### src/rtl/car_pkg.sv
// rtl/car_pkg.sv - shared command bit indices and arbiter state type
package car_pkg;

  localparam int CMD_W       = 6;
  localparam int CMD_FWD     = 5;
  localparam int CMD_BWD     = 4;
  localparam int CMD_LEFT    = 3;
  localparam int CMD_RIGHT   = 2;
  localparam int CMD_PLACE   = 1;
  localparam int CMD_DESTROY = 0;

  typedef enum logic {
    ST_ACTIVE,
    ST_GUARD
  } state_t;

endpackage

### src/rtl/pulse_cooldown.sv
// rtl/pulse_cooldown.sv - rising-edge one-shot with a post-pulse cooldown window
module pulse_cooldown #(
  parameter int COOLDOWN = 16
) (
  input  logic clk,
  input  logic reset_n,
  input  logic en,
  input  logic load,
  input  logic load_val,
  input  logic req,
  input  logic block,
  output logic rise,
  output logic pulse
);

  localparam int CW = $clog2(COOLDOWN + 1);
  localparam logic [CW-1:0] CD_LOAD = CW'(COOLDOWN);

  logic          prev;
  logic [CW-1:0] cd;
  logic          fire;

  assign rise = en & req & ~prev;
  // Edges arriving during cooldown are simply lost; nothing is queued.
  assign fire = rise & ~block & (cd == '0);

  always_ff @(posedge clk or negedge reset_n) begin
    if (!reset_n) begin
      prev  <= 1'b0;
      cd    <= '0;
      pulse <= 1'b0;
    end else begin
      pulse <= fire;
      if (load) begin
        prev <= load_val;
      end else if (en) begin
        prev <= req;
      end
      if (fire) begin
        cd <= CD_LOAD;
      end else if (cd != '0) begin
        cd <= cd - 1'b1;
      end
    end
  end

endmodule

### src/rtl/drive_cmd_arbiter.sv
// rtl/drive_cmd_arbiter.sv - guarded N:1 drive-command selector with reversal gap,
// opposing-command interlock and barrier one-shots
module drive_cmd_arbiter
  import car_pkg::*;
#(
  parameter int NUM_SRC      = 4,
  parameter int SEL_W        = $clog2(NUM_SRC),
  parameter int GUARD_CYCLES = 8,
  parameter int REV_GAP      = 4,
  parameter int BARRIER_CD   = 16
) (
  input  logic                     clk,
  input  logic                     reset_n,
  input  logic [SEL_W-1:0]         sel,
  input  logic [NUM_SRC*CMD_W-1:0] in_cmd,
  output logic                     move_forward,
  output logic                     move_backward,
  output logic                     turn_left,
  output logic                     turn_right,
  output logic                     place_barrier,
  output logic                     destroy_barrier,
  output logic [SEL_W-1:0]         active_src,
  output logic                     switching,
  output logic                     conflict
);

  localparam int GW = (GUARD_CYCLES > 1) ? $clog2(GUARD_CYCLES) : 1;
  localparam int RW = $clog2(REV_GAP + 1);
  localparam logic [GW-1:0] GUARD_LOAD = GW'(GUARD_CYCLES - 1);
  localparam logic [RW-1:0] REV_LOAD   = RW'(REV_GAP);

  state_t           state, next_state;
  logic [SEL_W-1:0] pending, next_pending, next_active, src;
  logic [GW-1:0]    guard_cnt, next_gcnt;
  logic [RW-1:0]    rev_cnt;
  logic             last_bwd;
  logic             stay, exit_guard, drive;
  logic [CMD_W-1:0] bundle;
  logic             req_f, req_b, req_l, req_r;
  logic             fb_clash, lr_clash, rev_hold;
  logic             f_pass, b_pass, l_pass, r_pass;
  logic             place_rise, destroy_rise, place_out, destroy_out;

  always_comb begin
    next_state   = state;
    next_pending = pending;
    next_gcnt    = guard_cnt;
    next_active  = active_src;
    stay         = 1'b0;
    exit_guard   = 1'b0;
    src          = active_src;
    case (state)
      ST_ACTIVE: begin
        if (sel == active_src) begin
          stay = 1'b1;
        end else begin
          next_state   = ST_GUARD;
          next_pending = sel;
          next_gcnt    = GUARD_LOAD;
        end
      end
      ST_GUARD: begin
        if (sel != pending) begin
          next_pending = sel;
          next_gcnt    = GUARD_LOAD;
        end else if (guard_cnt == '0) begin
          next_state  = ST_ACTIVE;
          next_active = pending;
          exit_guard  = 1'b1;
          src         = pending;
        end else begin
          next_gcnt = guard_cnt - 1'b1;
        end
      end
      default: next_state = ST_ACTIVE;
    endcase
  end

  // Out-of-range indices act as a null source with an all-zero bundle.
  always_comb begin
    bundle = '0;
    for (int k = 0; k < NUM_SRC; k++) begin
      if (src == SEL_W'(k)) bundle = in_cmd[k*CMD_W +: CMD_W];
    end
  end

  assign drive    = stay | exit_guard;
  assign req_f    = drive & bundle[CMD_FWD];
  assign req_b    = drive & bundle[CMD_BWD];
  assign req_l    = drive & bundle[CMD_LEFT];
  assign req_r    = drive & bundle[CMD_RIGHT];
  assign fb_clash = req_f & req_b;
  assign lr_clash = req_l & req_r;

  // rev_cnt counts the idle cycle in progress, so the opposite direction may
  // assert on the edge where the count is down to 1.
  assign rev_hold = rev_cnt > RW'(1);
  assign f_pass   = req_f & ~fb_clash & ~(last_bwd & (move_backward | rev_hold));
  assign b_pass   = req_b & ~fb_clash & ~(~last_bwd & (move_forward | rev_hold));
  assign l_pass   = req_l & ~lr_clash;
  assign r_pass   = req_r & ~lr_clash;

  pulse_cooldown #(.COOLDOWN(BARRIER_CD)) u_place (
    .clk      (clk),
    .reset_n  (reset_n),
    .en       (stay),
    .load     (exit_guard),
    .load_val (bundle[CMD_PLACE]),
    .req      (bundle[CMD_PLACE]),
    .block    (destroy_rise),
    .rise     (place_rise),
    .pulse    (place_out)
  );

  pulse_cooldown #(.COOLDOWN(BARRIER_CD)) u_destroy (
    .clk      (clk),
    .reset_n  (reset_n),
    .en       (stay),
    .load     (exit_guard),
    .load_val (bundle[CMD_DESTROY]),
    .req      (bundle[CMD_DESTROY]),
    .block    (place_rise),
    .rise     (destroy_rise),
    .pulse    (destroy_out)
  );

  assign place_barrier   = place_out;
  assign destroy_barrier = destroy_out;
  assign switching       = (state == ST_GUARD);

  always_ff @(posedge clk or negedge reset_n) begin
    if (!reset_n) begin
      state         <= ST_ACTIVE;
      pending       <= '0;
      guard_cnt     <= '0;
      active_src    <= '0;
      rev_cnt       <= '0;
      last_bwd      <= 1'b0;
      move_forward  <= 1'b0;
      move_backward <= 1'b0;
      turn_left     <= 1'b0;
      turn_right    <= 1'b0;
      conflict      <= 1'b0;
    end else begin
      state         <= next_state;
      pending       <= next_pending;
      guard_cnt     <= next_gcnt;
      active_src    <= next_active;
      move_forward  <= f_pass;
      move_backward <= b_pass;
      turn_left     <= l_pass;
      turn_right    <= r_pass;
      conflict      <= fb_clash | lr_clash | (place_rise & destroy_rise);
      if ((move_forward & ~f_pass) | (move_backward & ~b_pass)) begin
        rev_cnt <= REV_LOAD;
      end else if (rev_cnt != '0) begin
        rev_cnt <= rev_cnt - 1'b1;
      end
      if (f_pass) begin
        last_bwd <= 1'b0;
      end else if (b_pass) begin
        last_bwd <= 1'b1;
      end
    end
  end

endmodule

### config.mk
export PLATFORM = sky130hd
export DESIGN_NAME = drive_cmd_arbiter
export DESIGN_NICKNAME = d
export VERILOG_FILES = /design/src/rtl/car_pkg.sv /design/src/rtl/pulse_cooldown.sv /design/src/rtl/drive_cmd_arbiter.sv
export SDC_FILE = /design/constraint.sdc
export NUM_CORES = 1
export LEC_CHECK = 0
export ABC_AREA = 1
export ABC_CLOCK_PERIOD_IN_PS = 4150
export CORE_MARGIN = 1
export CORE_UTILIZATION = 55
export DETAILED_ROUTE_END_ITERATION = 10
export PLACE_DENSITY_LB_ADDON = 0.25
export SYNTH_ARGS = -nofsm -noshare
export SYNTH_HDL_FRONTEND = slang
export SYNTH_SLANG_ARGS = --single-unit
### constraint.sdc
create_clock -name clk -period 4.15 [get_ports clk]
set_input_delay 1.245 -clock clk [delete_from_list [all_inputs] [get_ports clk]]
set_output_delay 1.245 -clock clk [all_outputs]
set_load 0.02 [all_outputs]
==> results of run 1 <==
[registers in the layout, indices dropped and copies added, names as in the netlist, 2 cells and up]
name and flops:
u_destroy.cd 5, pending 2, guard_cnt 3, u_place.cd 5, active_src 2, rev_cnt 3
[synth_stat cells]
master | instances | area, um2
nor2_8 | 1 | 20.0
nand4_1 | 1 | 6.26
inv_6 | 1 | 8.76
a21oi_4 | 1 | 16.3
or2_2 | 3 | 18.8
o211ai_1 | 2 | 15.0
xor2_1 | 3 | 26.3
nor4_1 | 1 | 6.26
nand2_1 | 60 | 225
a21oi_1 | 3 | 15.0
o21bai_2 | 1 | 11.3
o21bai_1 | 1 | 7.51
inv_1 | 40 | 150
o21ai_4 | 1 | 16.3
and2_1 | 1 | 6.26
o21ai_0 | 13 | 65.1
o21ai_1 | 4 | 20.0
nor2_1 | 17 | 63.8
dfrtp_1 | 31 | 776
nand3_1 | 18 | 90.1
nand3_2 | 4 | 40.0
a31oi_1 | 2 | 12.5
ha_1 | 7 | 87.6
nand3b_1 | 2 | 15.0
inv_4 | 1 | 6.26
nand2_2 | 6 | 37.5
nor2_2 | 5 | 31.3
nor3_1 | 2 | 10.0
inv_2 | 3 | 11.3
nand2_4 | 3 | 33.8
nor2_4 | 4 | 45.0
[per-stage QoR]
step | util | setup slack [ns] | area (um2)
2_1_floorplan | - | 1.61 | 1890
3_3_place_gp | 0.738 | 0.910 | 2330
3_5_place_dp | 0.738 | 0.836 | 2330
4_1_cts | 0.754 | 1.19 | 2380
5_1_grt | 0.754 | 1.00 | 2380
6_report | 0.754 | 1.18 | 2380
[final cells by class]
class,count,area (um2)
clock inverter,1,5.00
clock buffer,7,45.0
multi-input combinational,166,942
inverter,45,176
fill,243,776
sequential,31,776
timing repair buffer,38,378
tap,44,55.1
[placed cells by master, fill, tap and decap left out, types with 2 or more instances in the layout]
cell / netlist / layout
nand2_1: 60 / 60
inv_1: 40 / 40
clkdlybuf4s50_1: 0 / 37
dfrtp_1: 31 / 31
nand3_1: 18 / 18
nor2_1: 17 / 17
o21ai_0: 13 / 13
ha_1: 7 / 7
nand2_2: 6 / 6
nor2_2: 5 / 5
clkbuf_4: 0 / 5
nand3_2: 4 / 4
nor2_4: 4 / 4
o21ai_1: 4 / 4
inv_2: 3 / 3
a21oi_1: 3 / 3
nand2_4: 3 / 3
or2_2: 3 / 3
xor2_1: 3 / 3
nand3b_1: 2 / 2
o211ai_1: 2 / 2
a31oi_1: 2 / 2
nor3_1: 2 / 2
clkbuf_1: 0 / 2
[cells by family (layout without fill, tap and decap cells)]
kind of cell	count (synthesis)	in the layout	share of synthesized area
flops	31	31	0.410
fa+ha+maj	7	7	0.0462
compound gates	28	28	0.0945
simple gates	128	128	0.343
xor+xnor	3	3	0.0139
buf+inv	45	91	0.0931
[path summary, 6_finish.rpt]
| kind | startpoint | endpoint | slack (ns) | depth (start not counted) |
|---|---|---|---|---|
| setup / recovery | sel[1] | u_place.cd[0] | 1.18 | 16 |
| hold / removal | u_place.cd[3] | u_place.cd[3] | 0.48 | 1 |
| setup reg to reg | guard_cnt[0] | u_place.cd[0] | 1.90 | 19 |
| hold reg to reg | u_place.cd[3] | u_place.cd[3] | 0.48 | 1 |
| max in group asynchronous | reset_n | u_place.cd[4] | 2.54 | 2 |
| min in group asynchronous | reset_n | active_src[1] | 1.33 | 2 |
[power by group through the flow]
stage	Clock (uW)	Sequential, uW	Combinational (uW)
floorplan	0	407	229
global placement	0	416	295
detailed placement	0	417	313
CTS	172	413	312
global route	183	421	353
finish	166	412	306
[routing by layer]
| metal | global-route usage | up-vias | wire length [um] |
|---|---|---|---|
| li1 | - | 851 | - |
| met1 | 0.265 | 725 | 1550 |
| met2 | 0.399 | 44 | 1810 |
| met3 | 0.0682 | 4 | 189 |
| met4 | 0.0487 | 0 | 31 |
| met5 | 0 | - | 0 |
==> flow_summary.json, run 1 <==
{
  "syn-instance-count": 242,
  "critPathKind": "in -> reg",
  "cp.arrival_ns": 3.19,
  "power.switching_uw": 318,
  "swShare": 0.359,
  "dr.pass1.iters": 4,
  "final_hold_viol_count": 0,
  "yosys.cell_types.count": 31,
  "core_area_um2": 3150,
  "crit_chain": "clkdlybuf4s50_1 > inv_1 > nand2_1 > nand3_2 > nor2_4 > nand2_2 > nand2_4 > inv_6 > nand3b_1 > nand2_1 > nor2_1 > nand2_1 > nor2_2 > nand2_2 > nand3_1 > nand2_1",
  "gp_congestion": 0.878,
  "setup_viol": 0,
  "syn_area_um2": 1890,
  "antennaDiodeCount": 0,
  "relSlewSlack": 0.741,
  "clkLatencyLatePin_ns": 0.33,
  "finalSetupTns_ns": 0,
  "setup.worst_path.end_class": "flop",
  "crit_top_cell": "nand2_1",
  "wl_per_cell_um": 10.8,
  "critPathMaxFanout": 10,
  "p_per_area_nw_per_um2": 372,
  "seqPwrFrac": 0.466,
  "area_growth_pct": 25.5,
  "start_util": 0.601,
  "vias": 1624,
  "fmax_ghz": 0.337,
  "numCtsBuffers": 5,
  "yosysSeqAreaShare": 0.410,
  "cts_resized": 0,
  "peakVddDrop_v": 0.000346,
  "cp_top_family": "simple AND/OR/NAND/NOR gates",
  "ys_ff_latch": 31,
  "drt_wl_total_um": 3580,
  "grt_antenna_before_repair": 0,
  "die_w_um": 60.7,
  "grtUsageTotal": 0.223,
  "die_y_um": 60.7,
  "grt_overflow": 0,
  "max_slew.worst_pin.slew_ns": 0.389,
  "place_hpwl_um": 2920,
  "postRouteAntennaNets": 0,
  "path_buf_inv": 3,
  "final_cells": 332,
  "drtIter0Drc": 47,
  "num_rows": 20,
  "hold_buffers": 0,
  "yosysWarnings": 0,
  "finalMaxSlewViolations": 0,
  "worst_setup_path_start_kind": "primary input",
  "grt_pass1_wl_um": 6030,
  "max_stage_delay_ns": 0.51,
  "syn-num-nets": 277,
  "hold-worst-slack_ns": 0.478,
  "h-tree-depth": 2,
  "cts_sinks": 31,
  "intPower_uw": 567,
  "hold_path.class": "reg -> reg",
  "dieArea_um2": 3680,
  "drive_above_1_share": 0.142,
  "io_buffer_count": 37,
  "viasPerCell": 4.89,
  "fin_nets": 322,
  "rsz0062_at_grt": "no",
  "postCtsSetupBuffers": 0,
  "tritoncts": "yes",
  "fin_crit_sh": 0.715,
  "drv_cap": 0,
  "status": "complete, no violations",
  "grt_max_degree": 32,
  "pwr-share-comb": 0.346,
  "power.clock.fraction": 0.188,
  "fin_skew_ns": 0.00589,
  "synth.avg_cell_area_um2": 7.83,
  "drc": 0,
  "root_buffer": "clkbuf_4",
  "crit_slowest_cell": "clkdlybuf4s50_1",
  "dp.cells": 324,
  "cellLeakagePower_uw": 0.00122,
  "cts_buffer_depth": 2,
  "min_period_ns": 2.97,
  "total_power_uw": 885,
  "ioPinCount": 38,
  "crit_required_ns": 4.37,
  "clkTransAtPathRegs_ns": 0.09,
  "grt_pass1_vias": 1484
}
(Power assumes the default switching activity.)
==> inputs of run 2 (changes only) <==
Settings changed: ABC_CLOCK_PERIOD_IN_PS 4150 to 2600, CORE_UTILIZATION 55 to 46.
Clock period 4.15 ns to 2.6 ns, I/O delays scaled along.
==> run 2 against run 1 <==
Clock power rose to 3.0 times the previous value. Count of clock-buffer cells in the layout shrank 1. Utilization fell by 7.4 points. Clock skew decreased by 0.0036 ns. First-iteration DRC count increased by 23%. Largest power group unchanged. Setup slack got worse by 0.90 ns.
==> flow_summary.json, run 2 (synthesized netlist as in run 1, its figures left out) <==
{
  "status": "complete, no violations",
  "num_rows": 22,
  "fillCellCount": 335,
  "rsz0062_at_grt": "no",
  "max_slew.worst_pin.slew_ns": 0.392,
  "setup_viol": 0,
  "final_cells": 353,
  "fmax_ghz": 0.431,
  "area_growth_pct": 36.4,
  "dp.cells": 341,
  "numCtsBuffers": 5,
  "total_power_uw": 1660,
  "viasPerCell": 4.74,
  "dr.pass1.iters": 4,
  "met1_usage": 0.240,
  "cp.arrival_ns": 2.53,
  "grt_pass1_vias": 1576,
  "post-place-ws_ns": -0.232,
  "fin_nets": 339,
  "clkLatencyLatePin_ns": 0.28,
  "critPathKind": "reg -> reg",
  "met3_usage": 0.0569,
  "p_per_area_nw_per_um2": 643,
  "top_regs": "u_destroy.cd x5, u_place.cd x5",
  "postRouteAntennaNets": 0,
  "mostFrequentLayoutCell": "nand2_1",
  "tritoncts": "yes",
  "clkTransAtPathRegs_ns": 0.07,
  "die_y_um": 66.2,
  "cts_sinks": 31,
  "hp-start": "u_place.cd[3]",
  "drc": 0,
  "hold-worst-slack_ns": 0.474,
  "drt_wl_total_um": 3810,
  "place_hpwl_um": 2910,
  "finalMaxSlewViolations": 0,
  "relSlewSlack": 0.739,
  "final_core_util": 0.680,
  "grt_pass1_wl_um": 6480,
  "final_hold_viol_count": 0,
  "grt_max_degree": 32,
  "crit_required_ns": 2.81,
  "r2r_setup_slack_ns": 0.28,
  "ioPinCount": 38,
  "dieArea_um2": 4380,
  "layout_common_cells": "nand2_1, inv_1, clkdlybuf4s50_1, dfrtp_1, nand3_1",
  "worst_slack_ns": 0.281,
  "cellLeakagePower_uw": 0.00135,
  "drive_above_1_share": 0.203,
  "grt-busiest-layer": "met2",
  "critPathMaxFanout": 6,
  "io_buffer_count": 37,
  "hold_path.class": "reg -> reg",
  "grtUsageTotal": 0.194,
  "core_area_um2": 3800,
  "drv_cap": 0,
  "antennaDiodeCount": 0,
  "fin_crit_sh": 0.892,
  "wl_per_cell_um": 10.8,
  "area.sequential_um2": 776,
  "fin_skew_ns": 0.00228,
  "grt_antenna_before_repair": 0,
  "hold_end": "u_place.cd[3]",
  "hold_buffers": 0,
  "multi_input_area_um2": 953,
  "cts_buffer_depth": 2,
  "root_buffer": "clkbuf_8",
  "r2r_end": "rev_cnt[1]",
  "rr_startpoint": "guard_cnt[0]",
  "start_util": 0.499,
  "whs_path_depth": 1,
  "min_period_ns": 2.32,
  "drtIter0Drc": 58,
  "die_w_um": 66.2,
  "worst_setup_path_start_kind": "flop",
  "worst-r2r-cell-count": 17,
  "grt.met2_usage": 0.333,
  "vias": 1673,
  "grt_overflow": 0,
  "gp_congestion": 0.851,
  "peakVddDrop_v": 0.000373,
  "h-tree-depth": 2,
  "setup.worst_path.end_class": "flop"
}
[run 2: cell types whose count changed in the layout (fill, tap and decap cells not counted), moves of 2 or more]
cell and change:
buf_4 +15, clkbuf_1 -2, clkbuf_4 -5, clkbuf_8 +6, clkdlybuf4s50_1 -2, dlymetal6s2s_1 +2
nand2_2 +2
[run 2: critical path, stage by stage (launching register included)]
cell,delay [ns]
dfrtp_1,0.38
inv_1,0.11
ha_1,0.18
inv_1,0.04
nor2_1,0.20
nand2_1,0.08
nand2_1,0.06
inv_1,0.05
nand2_2,0.08
nand2_4,0.09
clkbuf_2,0.16
nand3b_1,0.12
nand3_2,0.11
a21oi_4,0.22
nand3_2,0.13
nand2_2,0.09
nand2_2,0.06
nor2_1,0.09
[run 2: layout make-up]
| type | instances | area share |
|---|---|---|
| multi-input combinational | 167 | 0.369 |
| sequential | 31 | 0.300 |
| timing repair buffer | 54 | 0.194 |
| inverter | 45 | 0.0683 |
| clock buffer | 6 | 0.0320 |
| tap | 48 | 0.0232 |
| clock inverter | 2 | 0.0136 |
[run 2: through the flow]
step | TNS, ns | area, um2
after detailed placement | -2.16 | 2430
after global routing | 0 | 2580
after floorplan | 0 | 1890
after global placement | -1.45 | 2430
after CTS | 0 | 2550
final | 0 | 2580
[run 2: timing repair]
item                       CTS  global route
setup buffers                0             3
resized for setup            0             4
setup endpoints to repair    0            10
[run 2: worst max-delay path by stage]
stage	startpoint	to	slack (ns)	cells past startpoint
2_1_floorplan	sel[1]	u_place.cd[0]	0.52	15
3_3_place_gp	sel[1]	u_place.cd[1]	-0.19	16
3_5_place_dp	sel[1]	u_place.cd[0]	-0.23	16
4_1_cts	sel[0]	u_place.cd[1]	0.06	16
5_1_grt	guard_cnt[0]	rev_cnt[1]	0.03	17
6_report	guard_cnt[0]	rev_cnt[1]	0.28	17
[run 2: routing by layer]
metal	routed length, um	part of all wire
met1	1800	0.47
met2	1820	0.48
met3	159	0.042
met4	27	0.0071
met5	0	0
[run 2: report_power, final]
group          leakage [uW]  internal [uW]  switching (uW)
Sequential         0.000371            588            68.9
Clock             0.0000612            310             181
Combinational      0.000917            228             286
Total               0.00135           1130             536
==> inputs of run 3 (changes only) <==
Settings changed: ABC_CLOCK_PERIOD_IN_PS 2600 to not set.
==> results of run 3 <==
Same layout as run 2: the final DEF is identical, and so are final timing and power.
